$ cat config.mk
export PLATFORM = sky130hd
export DESIGN_NAME = shift_sub_divider
export DESIGN_NICKNAME = d
export VERILOG_FILES = /design/src/rtl/shift_sub_divider.sv
export SDC_FILE = /design/constraint.sdc
export NUM_CORES = 1
export LEC_CHECK = 0
export ABC_AREA = 1
export BUFFER_PORTS_ARGS = -buffer_cell sky130_fd_sc_hd__buf_2
export CAP_MARGIN = 30
export CORE_MARGIN = 8
export CORE_UTILIZATION = 60
export DETAILED_ROUTE_END_ITERATION = 10
export PLACE_DENSITY = 0.84
export SETUP_SLACK_MARGIN = 0.2
export SLEW_MARGIN = 20
export SYNTH_ARGS = -nofsm -noshare
export SYNTH_HDL_FRONTEND = slang
export SYNTH_SLANG_ARGS = --single-unit
$ cat constraint.sdc
create_clock -name i_clk -period 5.05 [get_ports i_clk]
set_clock_uncertainty 0.15 [all_clocks]
set_input_delay 0.505 -clock i_clk [delete_from_list [all_inputs] [get_ports i_clk]]
set_output_delay 0.505 -clock i_clk [all_outputs]
set_load 0.005 [all_outputs]
$ cat src/rtl/shift_sub_divider.sv
// Sequential restoring shift-and-subtract divider: one quotient bit per clock.
// Optional macro DIV_BY_ZERO_DETECT_EN short-circuits a zero divisor straight to DONE.
module shift_sub_divider #(
   parameter int D_WIDTH     = 8,
   parameter int STATE_WIDTH = 4
) (
   input  logic                   i_clk,
   input  logic                   i_rst,
   input  logic                   start,
   input  logic [D_WIDTH-1:0]     dividend,
   input  logic [D_WIDTH-1:0]     divisor,
   output logic [D_WIDTH-1:0]     quotient,
   output logic [D_WIDTH-1:0]     remainder,
   output logic                   busy,
   output logic                   done,
   output logic                   div_by_zero,
   output logic [STATE_WIDTH-1:0] p_STATE
);

   localparam int CNT_W = $clog2(D_WIDTH + 1);

   typedef enum logic [STATE_WIDTH-1:0] {
      IDLE = STATE_WIDTH'(0),
      LOAD = STATE_WIDTH'(1),
      ITER = STATE_WIDTH'(2),
      DONE = STATE_WIDTH'(3)
   } state_t;

   state_t               state;
   state_t               state_next;
   logic [D_WIDTH-1:0]   q_reg;
   logic [D_WIDTH-1:0]   d_reg;
   logic [D_WIDTH:0]     r_reg;
   logic [CNT_W-1:0]     cnt;
   logic [D_WIDTH+1:0]   r_shift;
   logic [D_WIDTH+1:0]   trial;
   logic                 trial_neg;
   logic [D_WIDTH:0]     r_iter;
   logic [D_WIDTH-1:0]   q_iter;
   logic                 last_iter;

   // r_shift keeps the old R MSB so the extra sign bit of trial is exact
   always_comb begin
      r_shift   = {r_reg, q_reg[D_WIDTH-1]};
      trial     = r_shift - {2'b00, d_reg};
      trial_neg = trial[D_WIDTH+1];
      r_iter    = trial_neg ? r_shift[D_WIDTH:0] : trial[D_WIDTH:0];
      q_iter    = {q_reg[D_WIDTH-2:0], ~trial_neg};
      last_iter = (cnt == CNT_W'(D_WIDTH - 1));
   end

`ifdef DIV_BY_ZERO_DETECT_EN
   logic zero_div;
   logic dbz_reg;
   assign zero_div    = (divisor == '0);
   assign div_by_zero = dbz_reg;
`else
   assign div_by_zero = 1'b0;
`endif

   always_ff @(posedge i_clk or posedge i_rst) begin
      if (i_rst) state <= IDLE;
      else       state <= state_next;
   end

   always_comb begin
      state_next = state;
      busy       = 1'b0;
      done       = 1'b0;
      case (state)
         IDLE: begin
            if (start) begin
`ifdef DIV_BY_ZERO_DETECT_EN
               state_next = zero_div ? DONE : LOAD;
`else
               state_next = LOAD;
`endif
            end
         end
         LOAD: begin
            busy       = 1'b1;
            state_next = ITER;
         end
         ITER: begin
            busy = 1'b1;
            if (last_iter) state_next = DONE;
         end
         DONE: begin
            busy       = 1'b1;
            done       = 1'b1;
            state_next = IDLE;
         end
         default: state_next = IDLE;
      endcase
   end

   // Results are loaded on the last iteration edge so they are valid while done is high
   always_ff @(posedge i_clk or posedge i_rst) begin
      if (i_rst) begin
         q_reg     <= '0;
         d_reg     <= '0;
         r_reg     <= '0;
         cnt       <= '0;
         quotient  <= '0;
         remainder <= '0;
`ifdef DIV_BY_ZERO_DETECT_EN
         dbz_reg   <= 1'b0;
`endif
      end else begin
         case (state)
            IDLE: begin
               if (start) begin
                  q_reg <= dividend;
                  d_reg <= divisor;
                  r_reg <= '0;
                  cnt   <= '0;
`ifdef DIV_BY_ZERO_DETECT_EN
                  if (zero_div) begin
                     quotient  <= '1;
                     remainder <= dividend;
                     dbz_reg   <= 1'b1;
                  end
`endif
               end
            end
            LOAD: cnt <= '0;
            ITER: begin
               r_reg <= r_iter;
               q_reg <= q_iter;
               cnt   <= cnt + CNT_W'(1);
               if (last_iter) begin
                  quotient  <= q_iter;
                  remainder <= r_iter[D_WIDTH-1:0];
`ifdef DIV_BY_ZERO_DETECT_EN
                  dbz_reg   <= 1'b0;
`endif
               end
            end
            default: ;
         endcase
      end
   end

   assign p_STATE = state;

endmodule

### Word level (Yosys, flattened, before mapping)

Cells that the tools add are included.

* memories kept: 0
* latch bits: 0
* memory bits (writable): 0
* bits in registers: 49
* word-level logic and storage cells: 37
* memory bits (read-only): 0

* shift-type cells: 0
* muxes and demuxes: 12
* reductions and logical operators: 9
* magnitude comparators: 0
* bitwise logic cells: 1
* add/subtract/negate cells: 2
* equal/unequal tests: 6
* divide/modulo/power cells: 0
* $mul: 0

Operators with widths (count)
* case mux 4 bit (3 select lines): 2
* two-way mux 9 bit: 2
* case mux 9 bit (2 select lines): 1
* case mux 8 bit (2 select lines): 1
* two-way mux 4 bit: 3
* AND reduction 2 bit: 5
* subtractor 10 x 8 -> 10 bit: 1
* == test 4 x 2 -> 1 bit, second input constant: 2
* two-way mux 8 bit: 1
* adder 4 x 1 -> 4 bit, second input constant: 1
* == test 4 x 1 -> 1 bit, second input constant: 1
* == test 4 x 3 -> 1 bit, second input constant: 1
* logical NOT 4 bit: 1
* inequality test 2 bit, second input constant: 2
* nonzero test 3 bit: 1
* OR reduction 3 bit: 1
* two-way mux 1 bit: 2
* nonzero test 2 bit: 1
* NOT 1 bit: 1

### Logic depth before layout (Yosys ltp)

* word-level depth: 3
* gate-level depth with buffers: 13
* depth with buffers taken out: 13

### Worst setup path before layout

OpenSTA, ideal clock, no wires.

* path kind: reg-to-reg
* start: register q_reg[7]
* end: register r_reg[8]
* required time: 4782 ps
* buffers on the path: 0
* slack: 3245 ps
* clock period less this slack: 1805 ps
* data arrival time: 1538 ps
* library setup time: 118 ps
* stages on the path, launching flop included: 13
* cell sequence: dfrtp_1 > inv_1 > ha_1 > inv_1 > fa_1 > nand2_1 > nand3_1 > nand2_1 > nand3_1 > nand2_1 > nand2_1 > nand3_1 > nand2_1

* longest elaborated chain between the ends: 3

Ends and longest elaborated chain
* start, declared: line 31 `logic [D_WIDTH-1:0] q_reg;`
* start signal, assigned: line 113 `q_reg <= dividend;`
* start signal, assigned: line 129 `q_reg <= q_iter;`
* subtractor 10 x 8 -> 10 bit: line 45 `trial = r_shift - {2'b00, d_reg};`
* two-way mux 9 bit: line 47 `r_iter = trial_neg ? r_shift[D_WIDTH:0] : trial[D_WIDTH:0];`
* case mux 9 bit (2 select lines): line 110 `case (state)`
* end signal, assigned: line 128 `r_reg <= r_iter;`
* end, declared: line 33 `logic [D_WIDTH:0] r_reg;`

Every way passes these cells.
A chain may end at the register's enable or synchronous reset.

### Final worst setup path

* start: register state[0], in the netlist p_STATE[0]
* end: register state[0], in the netlist p_STATE[0]

* longest elaborated chain between the ends: 3
* elaborated cells on any way between the ends: 7
* those cells by class: eq/ne: 4; mux: 1; reduce/logical: 2

Ends and longest elaborated chain
* start, declared: line 29 `state_t state;`
* start signal, assigned: line 63 `else state <= state_next;`
* == test 4 x 2 -> 1 bit or logical NOT 4 bit (tied branches): line 70 `case (state)`
* inequality test 2 bit (no line)
* AND reduction 2 bit (no line)

Several ways; a longest one is shown, not always the timed one.

==> key figures <==
Run status
  – Run status: complete, no violations

STA
  – WHS: 0.167 ns
  – Setup WS post-layout: 2.45 ns
  – Final min period: around 2.6 ns
  – F_max: 384 MHz
  – RSZ-0062 raised after global routing: false
  – Worst-margin pin slew: approximately 0.80 ns
  – Worst slew margin: 0.465
  – Post-Route Setup TNS: 0 ns
  – Final Hold Viols: 0
  – Final worst path period share: 0.516
  – Final max-slew violation count: 0
  – Final setup fails: 0

Drt
  – Final ANT Viol Nets: 0
  – Total iterations of the first detailed-routing run: 6
  – Initial DRC Count: between 150 and 200
  – Routed vias/inst: approximately 5.4
  – Final WL: 5930 um
  – Routed WL per cell: 13.9 um
  – DRC viols: 0
  – Vias post-DR: 2290

Power
  – P_leak: 1.67 nW
  – Overall Power: 1.76 mW
  – PwrDens: 596 mW/mm^2
  – Max rail drop VDD: 0.000331 V

Final layout
  – Fillers: 369
  – Syn-to-layout area delta: 12.1%
  – Largest register FFs: 9
  – Inserted Diodes: 0
  – Multi-input gate area: 0.00124 mm^2
  – Share of cells above drive strength 1: 0.168
  – Final instance area: 0.00295 mm^2
  – Final net count: 410
  – Register Area: 0.00118 mm^2

Worst setup path
  – CP most frequent cell: inv_2
  – Cell Chain, Critical Path: inv_1 > ha_1 > inv_2 > o21ai_2 > inv_2 > o32ai_1
  – Critical Path Max Stage Delay: ~0.58 ns
  – Worst R2R End: p_STATE[0]
  – Slack of the worst reg-to-reg path: 2.45 ns
  – Worst flop-to-flop path startpoint: p_STATE[0]
  – Crit Path Max Fanout: 18
  – Startpoint types: flop
  – Required @ worst endpoint: 5.10 ns
  – Buf+Inv Stages, Crit Path: 3
  – Crit path to: p_STATE[0]
  – Worst r2r path cells: 6
  – Critical path's slowest cell: ha_1
  – Top delay family on crit path: compound AO/OA/AOI/OAI gates
  – Setup crit end kind: flop
  – Critical Path Source: p_STATE[0]
  – Critical Path Stages: 6
  – Worst Setup Path Type: flop to flop
  – Critical path arrival: about 2.7 ns

Synthesis
  – Avg Cell Area, Syn: 7.77 um^2
  – FFs w/ async S/R, synth: 1.00
  – Main synth FF type: dfrtp_1
  – Mapped Cells: 339
  – Yosys cell types: 32
  – Seq/Total Area, Yosys: 0.447
  – Synthesized area: 0.00263 mm^2
  – Post-synth EDFFs: 0
  – FF+latch count, synth: 47
  – Yosys warning total: 0

Global route
  – Number of global-route vias before repair: 2338
  – Largest net degree at the start of global routing: 48
  – Global-route wire length before repair: a little over 10000 um
  – Total GRT Usage: 0.193
  – Initial antenna violation count: 0
  – Grt ovf: 0

Hold path
  – Min-delay worst type: primary input to asynchronous set/reset pin

Clock network
  – Root Buffer: clkbuf_8
  – CTS clk-pin slew, worst paths: roughly 0.08 ns
  – CTS resizes: 0
  – TritonCTS Buffers: 5
  – CTS tree: built
  – H-tree Lvls: 2
  – Clock buffer depth: 2
  – CTS sink count: 47
  – Clk_lat worst skew: approximately 0.3 ns
  – Post-CTS setup buffers: 0
  – Hold_buf cts: 0

Die
  – Die Y: 82.3 um
  – Initial Util: 0.613
  – Die ar.: 0.00677 mm^2
  – Site Rows: 24
  – I/O pins: 42
  – Die width: a little over 80 um
  – Core area: 0.00429 mm^2

Placement
  – Area after DPL: around 0.0028 mm^2
  – Pre-CTS setup slack: 2.52 ns
  – Placer Congestion: 0.855
  – IO buf count: 38
  – Post-DP HPWL: 4470 um

Job
  – Max Cap Viol: 0
[area by class of cell]
class | count | share of cell area
clock buffer | 5 | 0.0233
clock inverter | 2 | 0.0127
inverter | 46 | 0.0589
multi-input combinational | 238 | 0.420
sequential | 47 | 0.398
tap | 52 | 0.0220
timing repair buffer | 38 | 0.0644
[synthesized netlist by cell type, types with 3 or more instances]
| library cell | number | area [um^2] |
|---|---|---|
| inv_2 | 4 | 15.0 |
| buf_4 | 3 | 22.5 |
| nand4_1 | 3 | 18.8 |
| dfrtp_1 | 47 | 1180 |
| ha_1 | 14 | 175 |
| nand2_1 | 100 | 375 |
| nor2_1 | 26 | 97.6 |
| o21ai_0 | 14 | 70.1 |
| o211ai_1 | 6 | 45.0 |
| buf_2 | 3 | 15.0 |
| nand3_1 | 36 | 180 |
| clkbuf_1 | 3 | 11.3 |
| nand2_2 | 5 | 31.3 |
| a21oi_1 | 12 | 60.1 |
| inv_1 | 41 | 154 |
| xnor2_1 | 3 | 26.3 |
[report_power, final]
group	internal [mW]	switching [mW]
clock network	0.145	0.127
logic	0.319	0.613
registers	0.485	0.0696
[routing by layer]
| metal | vias to the layer above | wire length, um | GRT usage |
|---|---|---|---|
| met5 | - | 0 | 0 |
| met4 | 0 | 160 | 0.0930 |
| met3 | 18 | 305 | 0.0444 |
| met2 | 73 | 3030 | 0.334 |
| met1 | 1051 | 2430 | 0.219 |
| li1 | 1148 | - | - |
[layout by cell type, fill, tap and decap left out]
cell,n
o21ai_1,1
o211ai_1,6
clkinv_2,1
fa_1,1
nand3_2,2
xnor2_1,3
a21oi_1,12
nor2_1,26
nand3_1,36
o32ai_1,1
ha_1,14
inv_2,4
or2_2,1
o21bai_1,2
inv_1,40
clkbuf_8,5
a31oi_1,1
nand2_4,2
nand2_2,5
clkinvlp_4,1
o31ai_1,1
dfrtp_1,47
buf_2,38
o21ai_2,1
nand4_1,3
clkinv_1,1
o21ai_0,14
conb_1,3
a21oi_2,1
xor2_1,1
mux2_2,1
bufinv_16,1
nand2_1,100
[worst min path at each step]
stage                  from      endpoint  slack (ns)  depth (start not counted)
4_1_cts          divisor[0]      d_reg[0]        0.28                          2
5_1_grt               i_rst    p_STATE[1]        0.24                          2
2_1_floorplan      q_reg[0]   quotient[1]        0.31                          2
3_3_place_gp    quotient[3]   quotient[3]        0.32                          2
3_5_place_dp   remainder[3]  remainder[3]        0.32                          2
6_report              i_rst    p_STATE[1]        0.17                          2
[logic make-up (layout without fill, tap and decap cells)]
group                    after synthesis  after routing  share of synthesized area
AND/OR/NAND/NOR                      175            175                      0.286
XOR/XNOR                               4              4                     0.0133
multiplexers                           1              1                    0.00428
buffers and inverters                 56             91                     0.0855
other                                  1              3                    0.00142
AO/OA/AOI/OAI                         40             40                     0.0893
flip-flops                            47             47                      0.447
adder cells (fa/ha/maj)               15             15                     0.0741
[per-stage QoR]
step	instances	utilization
after floorplan	341	-
after global placement	421	0.662
after detailed placement	421	0.662
after CTS	428	0.687
after global routing	428	0.687
final	428	0.687
No activity file was read; power rests on OpenSTA's default activity.
